--- config.mk ---
export PLATFORM = sky130hd
export DESIGN_NAME = mem_port_arbiter
export DESIGN_NICKNAME = d
export VERILOG_FILES = /design/src/rtl/mem_port_arbiter.sv
export SDC_FILE = /design/constraint.sdc
export NUM_CORES = 1
export LEC_CHECK = 0
export ABC_AREA = 1
export CORE_AREA = 2 2 194 196
export DETAILED_ROUTE_END_ITERATION = 10
export DIE_AREA = 0 0 196 198
export PLACE_DENSITY = 0.67
export RECOVER_POWER = 50
export SLEW_MARGIN = 20
export SYNTH_ARGS = -nofsm -noshare
export SYNTH_HDL_FRONTEND = slang
export SYNTH_SLANG_ARGS = --single-unit
--- constraint.sdc ---
create_clock -name clk -period 1.6 [get_ports clk]
set_input_delay 0.32 -clock clk [delete_from_list [all_inputs] [get_ports clk]]
set_output_delay 0.32 -clock clk [all_outputs]
set_load 0.02 [all_outputs]
--- src/rtl/mem_port_arbiter.sv ---
// Arbitrates the MEM-stage data port and the IF-stage fetch port onto one shared memory port,
// with fetch-starvation protection and a per-access timeout.
module mem_port_arbiter #(
  parameter int unsigned TIMEOUT    = 255,
  parameter int unsigned STARVE_MAX = 4,
  parameter logic [2:0]  IF_RD_CTRL = 3'd3
) (
  input  logic        clk,
  input  logic        reset,
  input  logic        d_req,
  input  logic [63:0] d_addr,
  input  logic [63:0] d_wdata,
  input  logic [2:0]  d_rd_ctrl,
  input  logic [2:0]  d_wr_ctrl,
  output logic [63:0] d_rdata,
  output logic        d_done,
  output logic        d_stall,
  input  logic        i_req,
  input  logic [63:0] i_addr,
  output logic [31:0] i_rdata,
  output logic        i_done,
  output logic        i_stall,
  output logic [63:0] mem_addr,
  output logic [63:0] mem_din,
  output logic [2:0]  mem_rd_ctrl,
  output logic [2:0]  mem_wr_ctrl,
  output logic        mem_valid,
  input  logic        mem_ready,
  input  logic [63:0] mem_dout,
  output logic        timeout_err
);

  localparam int unsigned WW = (TIMEOUT < 2) ? 1 : $clog2(TIMEOUT);
  localparam int unsigned SW = (STARVE_MAX < 1) ? 1 : $clog2(STARVE_MAX + 1);
  localparam logic [WW-1:0] WaitLast  = WW'((TIMEOUT == 0) ? 0 : TIMEOUT - 1);
  localparam logic [SW-1:0] StarveMax = SW'(STARVE_MAX);

  typedef enum logic [1:0] {StIdle, StBusyD, StBusyI} state_e;

  state_e        state_q;
  logic [SW-1:0] starve_q;
  logic [WW-1:0] wait_q;

  logic d_ok, i_ok, starve_win, grant_d, grant_i, d_noop, idle;

  assign idle       = (state_q == StIdle);
  assign d_ok       = d_req & ~d_done;
  assign i_ok       = i_req & ~i_done;
  assign starve_win = (starve_q == StarveMax);
  assign d_noop     = (d_rd_ctrl == 3'd0) && (d_wr_ctrl == 3'd0);
  assign grant_d    = idle & d_ok & ~(i_ok & starve_win);
  // A data port that is masked only by its own done pulse keeps priority, so fetch gets in
  // ahead of a continuously requesting data port only through starvation.
  assign grant_i    = idle & i_ok & ~grant_d & (starve_win | ~d_req);

  assign d_stall = d_req & ~d_done;
  assign i_stall = i_req & ~i_done;

  always_ff @(posedge clk or negedge reset) begin
    if (!reset) begin
      state_q     <= StIdle;
      starve_q    <= '0;
      wait_q      <= '0;
      mem_addr    <= '0;
      mem_din     <= '0;
      mem_rd_ctrl <= '0;
      mem_wr_ctrl <= '0;
      mem_valid   <= 1'b0;
      d_rdata     <= '0;
      i_rdata     <= '0;
      d_done      <= 1'b0;
      i_done      <= 1'b0;
      timeout_err <= 1'b0;
    end else begin
      d_done <= 1'b0;
      i_done <= 1'b0;
      case (state_q)
        StIdle: begin
          wait_q <= '0;
          if (grant_d) begin
            starve_q <= !i_req ? '0 : (starve_win ? starve_q : starve_q + 1'b1);
            if (d_noop) begin
              d_done <= 1'b1;
            end else begin
              mem_addr    <= d_addr;
              mem_din     <= d_wdata;
              mem_wr_ctrl <= d_wr_ctrl;
              mem_rd_ctrl <= (d_wr_ctrl != 3'd0) ? 3'd0 : d_rd_ctrl;
              mem_valid   <= 1'b1;
              state_q     <= StBusyD;
            end
          end else if (grant_i) begin
            starve_q    <= '0;
            mem_addr    <= i_addr;
            mem_din     <= '0;
            mem_rd_ctrl <= IF_RD_CTRL;
            mem_wr_ctrl <= 3'd0;
            mem_valid   <= 1'b1;
            state_q     <= StBusyI;
          end else if (!i_req) begin
            starve_q <= '0;
          end
        end
        StBusyD, StBusyI: begin
          if (mem_ready || (wait_q == WaitLast)) begin
            // Without mem_ready this is a timeout abort: return zero data.
            if (state_q == StBusyD) begin
              d_rdata <= mem_ready ? mem_dout : '0;
              d_done  <= 1'b1;
            end else begin
              i_rdata <= mem_ready ? mem_dout[31:0] : '0;
              i_done  <= 1'b1;
            end
            if (!mem_ready) timeout_err <= 1'b1;
            mem_valid   <= 1'b0;
            mem_rd_ctrl <= 3'd0;
            mem_wr_ctrl <= 3'd0;
            wait_q      <= '0;
            state_q     <= StIdle;
          end else begin
            wait_q <= wait_q + 1'b1;
          end
        end
        default: state_q <= StIdle;
      endcase
    end
  end

endmodule

==> impl_table.tex, run 1 <==
\begin{tabular}{lr}
\hline
Metric & Value \\
\hline
\multicolumn{2}{l}{\textbf{Outcome}} \\
Run status & complete, but fails checks \\
Violated checks & negative setup slack \\
\multicolumn{2}{l}{\textbf{Timing}} \\
Clock Skews & 0.0156 ns \\
Tmin final & approximately 1.8 ns \\
Count of endpoints failing setup in the final report & between 200 and 250 \\
Setup repair after global routing missed its margin & yes \\
Worst relative slew slack & 0.507 \\
Max-slew violation count & 0 \\
Post-route clock period utilization & 1.15 \\
Max Freq & 0.544 GHz \\
Worst-margin pin slew & between 0.7 and 0.8 ns \\
Setup TNS Final & -25.38 ns \\
Worst Setup Slack, final & -0.239 ns \\
Final Hold Fails & 0 \\
\multicolumn{2}{l}{\textbf{Power}} \\
Pwr dens & 1990 nW/um\^{}2 \\
Relative contribution of the clock network to total power & 0.145 \\
Worst voltage drop across the vdd grid & $\sim$1.1 mV \\
Sw Pwr & 18.4 mW \\
Switching part of the total power & 0.439 \\
Leakage power of the design & around 10 nW \\
Flop pwr share & 0.277 \\
Logic pwr share & 0.578 \\
Power Internal & between 20 and 25 mW \\
\multicolumn{2}{l}{\textbf{Place}} \\
Placed inst area & approximately 17000 sq um \\
Number of I/O port buffers & 502 \\
Final weighted congestion in routability-driven placement & 0.827 \\
Post-detailed-placement half-perimeter wirelength & about 28000 um \\
Post-placement cell count & 2284 \\
\multicolumn{2}{l}{\textbf{Job}} \\
Count of maximum capacitance violations & 0 \\
\multicolumn{2}{l}{\textbf{Die}} \\
Num rows & 71 \\
Number of top-level design ports & between 500 and 600 \\
Effective utilization at floorplan & 0.286 \\
Chip Width & approximately 200 um \\
Placeable core area & 37000 sq um \\
DIE AREA & between 30000 and 40000 sq um \\
Chip height & 198 um \\
\multicolumn{2}{l}{\textbf{Logic synthesis}} \\
Cell Area, Synth & about 11000 sq um \\
Number of synthesized register bits & between 200 and 250 \\
Area contributors post-synth & sky130\_fd\_sc\_hd\_\_dfrtp\_1 (58\%), sky130\_fd\_sc\_hd\_\_nand2\_1 (26\%), sky130\_fd\_sc\_hd\_\_nand3\_1 (3.8\%) \\
Sequential share of the synthesized area & 0.584 \\
Post-Synthesis Net Count & approximately 1600 \\
Syn\_area\_per\_cell & 8.08 sq um \\
Count of flip-flops with a built-in enable after synthesis & 0 \\
Synthesized instance count & 1308 \\
Most used flip-flop cell after synthesis & sky130\_fd\_sc\_hd\_\_dfrtp\_1 \\
Cell with the most instances after synthesis & sky130\_fd\_sc\_hd\_\_nand2\_1 \\
Cell type contributing the most total cell area after synthesis & sky130\_fd\_sc\_hd\_\_dfrtp\_1 \\
Count of unique library cells instantiated by Yosys & 22 \\
Share of Yosys cell area claimed by the top area cell type & 0.584 \\
Async S/R FF share, synth & 1.00 \\
Cell types with the highest counts after synthesis & sky130\_fd\_sc\_hd\_\_nand2\_1 (730), sky130\_fd\_sc\_hd\_\_dfrtp\_1 (247), sky130\_fd\_sc\_hd\_\_nand3\_1 (81), sky130\_fd\_sc\_hd\_\_o21ai\_0 (67), sky130\_fd\_sc\_hd\_\_clkbuf\_1 (43) \\
Yosys Warn Count & 0 \\
\multicolumn{2}{l}{\textbf{CTS}} \\
Worst-skew pair later-pin latency & $\sim$0.55 ns \\
H-tree depth & 1 \\
Clock tree buffer depth & 3 \\
Reg clk slew, reported paths & 0.07 ns \\
Number of clock sinks seen by CTS & about 250 \\
CTS buffer count & 27 \\
CTS tree & yes \\
Clk root buf & sky130\_fd\_sc\_hd\_\_clkbuf\_16 \\
\multicolumn{2}{l}{\textbf{Cells and area}} \\
Cell Count, Final, Fillers Out & 2430 \\
Area overhead of the layout relative to synthesis & 99.1\% \\
\# fillers & slightly above 3000 \\
Final-stage net count & around 2200 \\
Share of layout cells above drive strength 1 & 0.408 \\
Antenna Cells & 0 \\
Final design area excluding fillers & approximately 21000 sq um \\
\multicolumn{2}{l}{\textbf{Route}} \\
Post-DR vias/cell & just under 5 \\
Total vias in the final route & 11719 \\
Total iterations of the first detailed-routing run & 5 \\
Detail-routed net length per standard cell & roughly 20 um \\
DRT Wirelength & between 40000 and 50000 um \\
Detailed Route Iter0 Violations & between 300 and 400 \\
\# DRC & 0 \\
Remaining number of nets flagged by the antenna check after routing & 0 \\
\multicolumn{2}{l}{\textbf{Critical path}} \\
Nature of the critical path endpoint & flip-flop \\
Startpoint types & flip-flop \\
Biggest cell delay along the critical path & 0.40 ns \\
Worst setup path endpoint & mem\_addr[0]\$\_DFFE\_PN0P\_ \\
Launching point of the worst reg2reg path & state\_q[0]\$\_DFFE\_PN0P\_ \\
Highest fanout seen on the critical path & 7 \\
Slowest-stage cell, CP & sky130\_fd\_sc\_hd\_\_dfrtp\_1 \\
Critical path's top delay family & buffers and inverters \\
CP Cell Sequence & inv\_2, ha\_4, buf\_6, nand2\_2, o21ai\_4, nand2\_8, buf\_12, buf\_12, buf\_16, nand2\_2, nand2\_2 \\
Reg2Reg Capture Point & mem\_addr[0]\$\_DFFE\_PN0P\_ \\
Launching element of the worst setup path & state\_q[0]\$\_DFFE\_PN0P\_ \\
CP most frequent cell & sky130\_fd\_sc\_hd\_\_nand2\_2 \\
Critical path buffer and inverter count & 5 \\
Path depth of the worst reg2reg path & 11 \\
WP data required & 2.03 ns \\
Worst path depth & 11 \\
CP arrival & 2.27 ns \\
Worst R2R Setup Slack & -0.24 ns \\
Category of the most critical setup path & reg -> reg \\
\multicolumn{2}{l}{\textbf{Worst hold path}} \\
Type of the most critical hold path & in -> reg \\
\multicolumn{2}{l}{\textbf{GRT}} \\
Maximum number of pins on one net before global-route repair & 65 \\
Number of global-route vias before repair & approximately 12000 \\
Initial antenna violation count & 1 \\
Global-route wire length before repair & slightly below 70000 um \\
GRT Total Usage & 0.233 \\
Remaining global-route overflow & 0 \\
\hline
\end{tabular}
==> power by group through the flow <==
stage	Sequential (mW)	Clock, mW	Combinational [mW]
after floorplan	13.8	0	5.09
after global placement	10.6	0	17.2
after detailed placement	10.7	0	17.4
after CTS	10.9	6.15	21.6
after global routing	11.9	6.41	25.5
final	11.6	6.05	24.2
==> placed cells by master (no fill, tap or decap), drive strengths merged, types with 2 or more instances in the layout <==
master and count:
clkdlybuf4s15 91, clkdlybuf4s50 264, o21bai 2, nand4 3, dlygate4sd2 20, a21oi 2
dfrtp 247, xor2 3, ha 7, nand3 82, nand2 731, o21ai 101
buf 161, nor3 2, clkbuf 179, inv 32, nor2 19, clkinv 7
==> how the worst min path moves through the flow <==
stage                     startpoint                      end  slack [ns]  cells after the start
after global placement         reset  d_rdata[58]$_DFFE_PN0P_        0.28                      1
after CTS                  mem_ready  timeout_err$_DFFE_PN0P_        0.16                      4
after detailed placement       reset  d_rdata[49]$_DFFE_PN0P_        0.28                      1
final                      mem_ready  timeout_err$_DFFE_PN0P_        0.24                      4
after global routing       mem_ready  timeout_err$_DFFE_PN0P_        0.26                      4
after floorplan                reset         d_done$_DFF_PN0_        0.02                      0
==> worst reg2reg max path: stages, from the launching register on <==
cell and delay (ns):
sky130_fd_sc_hd__dfrtp_1 0.40, sky130_fd_sc_hd__inv_2 0.08, sky130_fd_sc_hd__ha_4 0.15, sky130_fd_sc_hd__buf_6 0.10, sky130_fd_sc_hd__nand2_2 0.06, sky130_fd_sc_hd__o21ai_4 0.23, sky130_fd_sc_hd__nand2_8 0.15, sky130_fd_sc_hd__buf_12 0.18
sky130_fd_sc_hd__buf_12 0.13, sky130_fd_sc_hd__buf_16 0.15, sky130_fd_sc_hd__nand2_2 0.06, sky130_fd_sc_hd__nand2_2 0.05
==> cells by family after synthesis <==
| logic type | synth area share |
|---|---|
| adder cells (fa/ha/maj) | 0.00828 |
| XOR/XNOR | 0.00331 |
| buffers and inverters | 0.0446 |
| AO/OA/AOI/OAI | 0.0502 |
| AND/OR/NAND/NOR | 0.309 |
| flip-flops | 0.584 |
==> metrics by stage <==
step,total power [mW],utilization,worst slack (ns),hold WS [ns]
3_5_place_dp,28.1,0.451,-0.533,0.280
5_1_grt,43.8,0.570,-0.296,0.258
6_report,41.8,0.570,-0.239,0.235
3_3_place_gp,27.8,0.451,-0.477,0.276
4_1_cts,38.6,0.541,-0.204,0.162
2_1_floorplan,18.9,-,-0.0112,0.0244
==> sequential cells by signal, summed over array words and instances (netlist names) <==
name	flops
mem_valid	1
d_done	1
d_rdata	64
timeout_err	1
mem_din	64
i_done	1
wait_q	8
i_rdata	32
mem_addr	64
state_q	2
mem_rd_ctrl	3
mem_wr_ctrl	3
starve_q	3
==> area by class of cell <==
class	count	area [sq um]	share of cell area
timing repair buffer	678	7370	0.350
clock inverter	8	65.1	0.00309
sequential	247	6180	0.294
inverter	32	135	0.00642
multi-input combinational	953	5940	0.282
clock buffer	38	767	0.0364
tap	474	593	0.0282
==> metal layers <==
| layer | global-route usage | up-vias | routed length [um] |
|---|---|---|---|
| met1 | 0.258 | 5723 | 17800 |
| met4 | 0.103 | 2 | 2310 |
| met5 | 0 | - | 9 |
| met2 | 0.408 | 505 | 24900 |
| met3 | 0.0785 | 115 | 4250 |
| li1 | - | 5374 | - |
==> repair_timing <==
item                                   CTS  global route
setup endpoints to repair              468           422
setup buffers                           40            17
pin swaps                               41            84
endpoints found under the hold margin   35             0
gates resized for setup                691           692
hold buffers                             1             0
cloned                                  47            14
No activity file was read; power rests on OpenSTA's default activity.
==> run 2, diff against run 1 <==
- ABC_AREA: 1 -> unset
- CORE_AREA: 2 2 194 196 -> 2 2 198 200
- DIE_AREA: 0 0 196 198 -> 0 0 200 202
- PLACE_DENSITY: 0.67 -> 0.68
==> run 2 against run 1 <==
Setup slack lost 0.22 ns. Area after synthesis increased by 9.9%. Routed wire length is 13% lower. Flip-flop and latch count is the same. Worst hold slack improved by 0.022 ns. Final cell count down 14%. Combinational power fell by 8%. Clock-buffer cell count stayed put. The run still ends with negative setup slack left. Sequential power decreased by 9%. Largest power group unchanged.
==> impl_table.tex, run 2 <==
\begin{tabular}{lr}
\hline
Metric & Value \\
\hline
\multicolumn{2}{l}{\textbf{Outcome}} \\
Run status & complete, but fails checks \\
Violated checks & negative setup slack \\
\multicolumn{2}{l}{\textbf{Timing}} \\
Worst-margin pin slew & approximately 0.96 ns \\
Worst relative slew slack & 0.362 \\
Count of endpoints failing setup in the final report & $\sim$240 \\
Post-route clock period utilization & 1.29 \\
Clock Skews & between 0.015 and 0.02 ns \\
Worst hold slack & roughly 0.26 ns \\
Final Hold Fails & 0 \\
Max-slew violation count & 0 \\
Setup repair after global routing missed its margin & yes \\
Max Freq & around 0.49 GHz \\
Tmin final & 2.06 ns \\
Worst Setup Slack, final & -0.462 ns \\
Setup TNS Final & -74.60 ns \\
\multicolumn{2}{l}{\textbf{Critical path}} \\
Critical path's top delay family & buffers and inverters \\
Highest fanout seen on the critical path & 7 \\
Biggest cell delay along the critical path & roughly 0.39 ns \\
Startpoint types & flip-flop \\
Launching element of the worst setup path & starve\_q[1]\$\_DFFE\_PN0P\_ \\
Slowest-stage cell, CP & sky130\_fd\_sc\_hd\_\_dfrtp\_1 \\
Category of the most critical setup path & reg -> reg \\
Nature of the critical path endpoint & flip-flop \\
Launching point of the worst reg2reg path & starve\_q[1]\$\_DFFE\_PN0P\_ \\
WP data required & just over 2 ns \\
CP arrival & between 2 and 2.5 ns \\
Critical path buffer and inverter count & 5 \\
CP Cell Sequence & inv\_2, ha\_4, nand4b\_1, buf\_4, nand4\_1, o211a\_4, buf\_12, buf\_8, buf\_6, mux2\_4 \\
\multicolumn{2}{l}{\textbf{CTS}} \\
Worst-skew pair later-pin latency & roughly 0.56 ns \\
Clk root buf & sky130\_fd\_sc\_hd\_\_clkbuf\_16 \\
H-tree depth & 1 \\
Number of clock sinks seen by CTS & 247 \\
CTS tree & yes \\
Reg clk slew, reported paths & $\sim$0.060 ns \\
CTS buffer count & 29 \\
Clock tree buffer depth & 3 \\
\multicolumn{2}{l}{\textbf{Die}} \\
Num rows & between 70 and 80 \\
Effective utilization at floorplan & 0.304 \\
Number of top-level design ports & 503 \\
Chip Width & roughly 200 um \\
Placeable core area & approximately 38000 sq um \\
Chip height & about 200 um \\
DIE AREA & about 40000 sq um \\
\multicolumn{2}{l}{\textbf{GRT}} \\
Maximum number of pins on one net before global-route repair & 61 \\
GRT Total Usage & 0.205 \\
Initial antenna violation count & 0 \\
Remaining global-route overflow & 0 \\
Global-route wire length before repair & $\sim$63000 um \\
Number of global-route vias before repair & 10616 \\
\multicolumn{2}{l}{\textbf{Logic synthesis}} \\
Cell with the most instances after synthesis & sky130\_fd\_sc\_hd\_\_dfrtp\_1 \\
Share of Yosys cell area claimed by the top area cell type & 0.532 \\
Synthesized instance count & 919 \\
Most used flip-flop cell after synthesis & sky130\_fd\_sc\_hd\_\_dfrtp\_1 \\
Syn\_area\_per\_cell & between 10 and 15 sq um \\
Async S/R FF share, synth & 1.00 \\
Cell type contributing the most total cell area after synthesis & sky130\_fd\_sc\_hd\_\_dfrtp\_1 \\
Cell types with the highest counts after synthesis & sky130\_fd\_sc\_hd\_\_dfrtp\_1 (247), sky130\_fd\_sc\_hd\_\_inv\_1 (106), sky130\_fd\_sc\_hd\_\_mux2\_4 (104), sky130\_fd\_sc\_hd\_\_mux2\_2 (84), sky130\_fd\_sc\_hd\_\_nand2\_1 (74) \\
Sequential share of the synthesized area & 0.532 \\
Count of unique library cells instantiated by Yosys & 48 \\
Count of flip-flops with a built-in enable after synthesis & 0 \\
Yosys Warn Count & 0 \\
Cell Area, Synth & between 10000 and 15000 sq um \\
Post-Synthesis Net Count & 1193 \\
Area contributors post-synth & sky130\_fd\_sc\_hd\_\_dfrtp\_1 (53\%), sky130\_fd\_sc\_hd\_\_mux2\_4 (13\%), sky130\_fd\_sc\_hd\_\_mux2\_2 (8.1\%) \\
Number of synthesized register bits & about 250 \\
\multicolumn{2}{l}{\textbf{Route}} \\
Detailed Route Iter0 Violations & 332 \\
Remaining number of nets flagged by the antenna check after routing & 0 \\
DRT Wirelength & roughly 43000 um \\
Detail-routed net length per standard cell & approximately 20 um \\
Total vias in the final route & 9631 \\
Post-DR vias/cell & about 4.6 \\
Total iterations of the first detailed-routing run & 4 \\
\# DRC & 0 \\
\multicolumn{2}{l}{\textbf{Cells and area}} \\
Final design area excluding fillers & roughly 21000 sq um \\
Commonest non-fill, non-tap cells in the layout & sky130\_fd\_sc\_hd\_\_clkdlybuf4s50\_1 (264), sky130\_fd\_sc\_hd\_\_dfrtp\_1 (247), sky130\_fd\_sc\_hd\_\_mux2\_4 (176) \\
Area overhead of the layout relative to synthesis & 76.5\% \\
Regs by FF count & d\_rdata (64), mem\_addr (64), mem\_din (64) \\
Share of layout cells above drive strength 1 & 0.437 \\
Most common cell after layout, fill and taps aside & sky130\_fd\_sc\_hd\_\_clkdlybuf4s50\_1 \\
Antenna Cells & 0 \\
Cell Count, Final, Fillers Out & $\sim$2100 \\
Final-stage net count & $\sim$1800 \\
\multicolumn{2}{l}{\textbf{Worst hold path}} \\
Min-Delay Startpoint & mem\_ready \\
Type of the most critical hold path & in -> reg \\
\multicolumn{2}{l}{\textbf{Power}} \\
Leakage power of the design & between 9 and 10 nW \\
Worst voltage drop across the vdd grid & 1.12 mV \\
Pwr dens & around 1900 nW/um\^{}2 \\
\multicolumn{2}{l}{\textbf{Place}} \\
Post-detailed-placement half-perimeter wirelength & between 20000 and 30000 um \\
Post-placement cell count & about 2000 \\
Number of I/O port buffers & approximately 500 \\
Final weighted congestion in routability-driven placement & 0.838 \\
Placed inst area & approximately 18000 sq um \\
\multicolumn{2}{l}{\textbf{Job}} \\
Count of maximum capacitance violations & 0 \\
\hline
\end{tabular}
## run 2: what timing repair did
action	CTS	global route
hold endpoints to repair	201	0
endpoints found under the setup margin	474	351
gates resized for setup	766	181
setup buffers	47	20
gates cloned	27	5
hold buffers	1	0
pin swaps	21	21
## run 2: routing by layer
layer	global-route usage	part of all wire	vias up
li1	-	-	4390
met1	0.238	0.39	4780
met2	0.365	0.50	386
met3	0.0602	0.086	75
met4	0.0577	0.029	0
met5	0	0	-
## run 2: cells by family after synthesis
kind of cell,after synthesis,synth area share
fa+ha+maj,7,0.00754
mux,261,0.280
compound gates,66,0.0355
simple gates,173,0.0774
xor+xnor,2,0.00151
buf+inv,163,0.0666
flops,247,0.532
## run 2: worst register-to-register path, delay by kind of cell, from the launching register on
family                     cells  cell delay (ns)
and+or+nand+nor                2             0.23
muxes                          1             0.31
adders and majority gates      1             0.13
AOI/OAI and AO/OA              1             0.20
buffers and inverters          5             0.68
DFF                            1             0.39
## run 2: worst paths after layout
| kind | end | slack, ns | cells after the start |
|---|---|---|---|
| setup / recovery | mem_addr[31]$_DFFE_PN0P_ | -0.46 | 10 |
| hold / removal | timeout_err$_DFFE_PN0P_ | 0.26 | 4 |
| setup reg to reg | mem_addr[31]$_DFFE_PN0P_ | -0.46 | 10 |
| hold reg to reg | timeout_err$_DFFE_PN0P_ | 0.49 | 1 |
| max in group asynchronous | mem_addr[25]$_DFFE_PN0P_ | 0.16 | 3 |
| min in group asynchronous | d_rdata[48]$_DFFE_PN0P_ | 0.43 | 2 |
## run 2: through the flow
| stage | util | setup WS, ns | total power, mW |
|---|---|---|---|
| after detailed placement | 0.472 | -0.744 | 30.0 |
| after global placement | 0.472 | -0.658 | 29.7 |
| final | 0.536 | -0.462 | 39.5 |
| after CTS | 0.542 | -0.472 | 39.9 |
| after floorplan | - | -0.288 | 21.2 |
| after global routing | 0.536 | -0.552 | 41.4 |
## run 2: final cells by class
| type | instances | area (sq um) |
|---|---|---|
| Multi-Input combinational cell | 512 | 5430 |
| Timing Repair Buffer | 665 | 6910 |
| Fill cell | 3212 | 17800 |
| Inverter | 106 | 398 |
| Clock inverter | 11 | 141 |
| Tap cell | 518 | 648 |
| Clock buffer | 38 | 810 |
| Sequential cell | 247 | 6180 |
## run 2: power by group
part	internal (mW)	switching, mW
sequential	8.89	1.69
clock	4.01	2.69
combinational	11.9	10.4
total	24.8	14.7
==> variant: new RTL, flow settings as in run 2 <==
Reset style: synchronous (`reset`), changed in one clocked block.
--- a/src/rtl/mem_port_arbiter.sv
+++ b/src/rtl/mem_port_arbiter.sv
@@ -56,7 +56,7 @@
   assign d_stall = d_req & ~d_done;
   assign i_stall = i_req & ~i_done;
 
-  always_ff @(posedge clk or negedge reset) begin
+  always_ff @(posedge clk) begin
     if (!reset) begin
       state_q     <= StIdle;
       starve_q    <= '0;
Check against the original RTL: not settled (the Yosys comparison gave no result); the edit may change what the design does.
==> variant against run 2 <==
  * The run still ends with setup timing left
  * Area after synthesis is 5.1% lower
  * Critical path depth stayed put
  * Via count is 20% higher
  * Setup slack gained 270 ps
  * First-iteration DRC count increased by 43%
  * Utilization down 1.5 points
  * Final area down 2.8%
  * Global-route usage is essentially flat
  * Sequential cell count is the same
  * Wire length grew 4.7%
  * Critical endpoint is now mem_addr[5]
  * Largest cell class unchanged
Power is not compared: it rests on default switching activity, and its combinational part moved more than twofold at a synthesized area within 25%.
==> variant: results (changes against run 2) <==
drtPass1Iterations: 5  # was 4
worst_skew_pair.late_latency_ps: 540  # was 560 ps
nets: 2074  # was 1,835
layout_setup_ws_ps: -190  # was -462 ps
setup-violations-final: 214  # was 241
hp-start: "reset"  # was mem_ready
worstPathArrival_ps: 2210  # was 2490 ps
cts_buffers: 27  # was 29
ys_types: 49  # was 48
biggestRegsByFlops: "d_rdata: 64 flops, mem_addr: 64 flops, mem_din: 64 flops"  # unchanged
drt_iter0_markers: 476  # was 332
async_flop_share_pct: 0  # was 100%
synthTopCellsByCount: "247 x dfxtp_1, 138 x nand2_1, 131 x mux2i_1"  # was 247 x dfrtp_1, 106 x inv_1, 104 x mux2_4
hp-class: "in2reg"  # unchanged
grt_max_degree: 65  # was 61
dp_hpwl_mm: 29.6  # was 28.3 mm
cp_max_fo: 28  # was 7
place_congestion: 0.838  # about the same
vias: 11600  # was 9,631
ys_seq_area_share_pct: 44.8  # was 53.2%
slowest_delay_ps: 330  # was 390 ps
crit_path_top_delay_cell: "dfxtp_2"  # was dfrtp_1
outcome: "finished with violations"  # unchanged
yosys-top-cells-area: "dfxtp_1 45%, mux2i_1 12%, o21ai_0 5.9%"  # was dfrtp_1 53%, mux2_4 13%, mux2_2 8.1%
clk_pin_slew_worst_paths_ps: 60  # about the same
drt_wl_total_mm: 45.1  # was 43.1 mm
grt.total_usage_pct: 20.5  # about the same
drive_gt1_share_pct: 22.7  # was 43.7%
antenna_found_initial: 1  # was 0
fillers: 3421  # was 3,212
critPathLaunch: "starve_q[1]"  # unchanged
power_leakage_nw: 8.49
violations: "setup timing"  # unchanged
synth_nets: 1495  # was 1,193
worst_pin_slew_ps: 672  # was 958 ps
grt_pass1_vias: 11300  # was 10,600
clock_skew_ps: 13.7  # was 18.1 ps
grt_pass1_wl_mm: 64.8  # was 63.3 mm
## variant: worst paths after layout
kind / cells past startpoint / to / slack, ps
worst max-delay path: 10 / mem_addr[5] / -190
worst min-delay path: 3 / mem_din[59] / 180
worst max register to register: 10 / mem_addr[5] / -190
worst min register to register: 2 / i_rdata[11] / 450
## variant: metal layers
layer	vias up	global-route usage, %	routed length [um]
li1	5554	-	-
met1	5486	24.1	17700
met2	430	36.5	22700
met3	89	4.51	3300
met4	0	7.01	1470
met5	-	0	0
## variant: area by class of cell
| type | instances | area [um2] | area share [%] |
|---|---|---|---|
| clock inverters | 7 | 85.1 | 0.427 |
| flip-flops and latches | 247 | 4960 | 24.9 |
| well taps | 518 | 648 | 3.25 |
| multi-input cells | 836 | 6210 | 31.1 |
| repair buffers | 679 | 7220 | 36.2 |
| clock buffers | 39 | 781 | 3.92 |
| inverters | 9 | 33.8 | 0.169 |
## variant: cell families after synthesis
| group | after synthesis | share of synthesized area [%] |
|---|---|---|
| XOR/XNOR | 7 | 0.556 |
| AO/OA/AOI/OAI | 318 | 17.7 |
| adder cells (fa/ha/maj) | 7 | 0.794 |
| flip-flops | 247 | 44.8 |
| multiplexers | 132 | 12.0 |
| buffers and inverters | 138 | 6.15 |
| AND/OR/NAND/NOR | 372 | 18.0 |
## variant: where the power goes
| part | internal (mW) | switching, mW |
|---|---|---|
| combinational | 5.10 | 5.18 |
| clock | 3.67 | 2.53 |
| sequential | 6.98 | 0.483 |
| total | 15.8 | 8.19 |
## variant: worst register-to-register path: cells and delay by family, from the launching register on
family / cells / cell delay (ps)
DFF: 1 / 330
buffers and inverters: 5 / 660
adders and majority gates: 1 / 160
and+or+nand+nor: 2 / 290
muxes: 1 / 90
AOI/OAI and AO/OA: 1 / 130
## variant: stage by stage
stage | cell area, um2 | setup slack (ps) | setup TNS, ps | cells
final | 19900 | -190 | -23160 | 2335
after global routing | 19900 | -283 | -39250 | 2335
after CTS | 19400 | -224 | -27020 | 2324
after detailed placement | 17300 | -762 | -92840 | 2215
after global placement | 17300 | -699 | -86460 | 2215
after floorplan | 11100 | -24.9 | -497 | 1221
## variant: repair_timing
item | in CTS | in global routing
buffers inserted | 39 | 17
hold buffers | 0 | 0
cloned | 26 | 12
setup endpoints to repair | 470 | 260
pin swaps | 53 | 120
gates resized for setup | 460 | 268
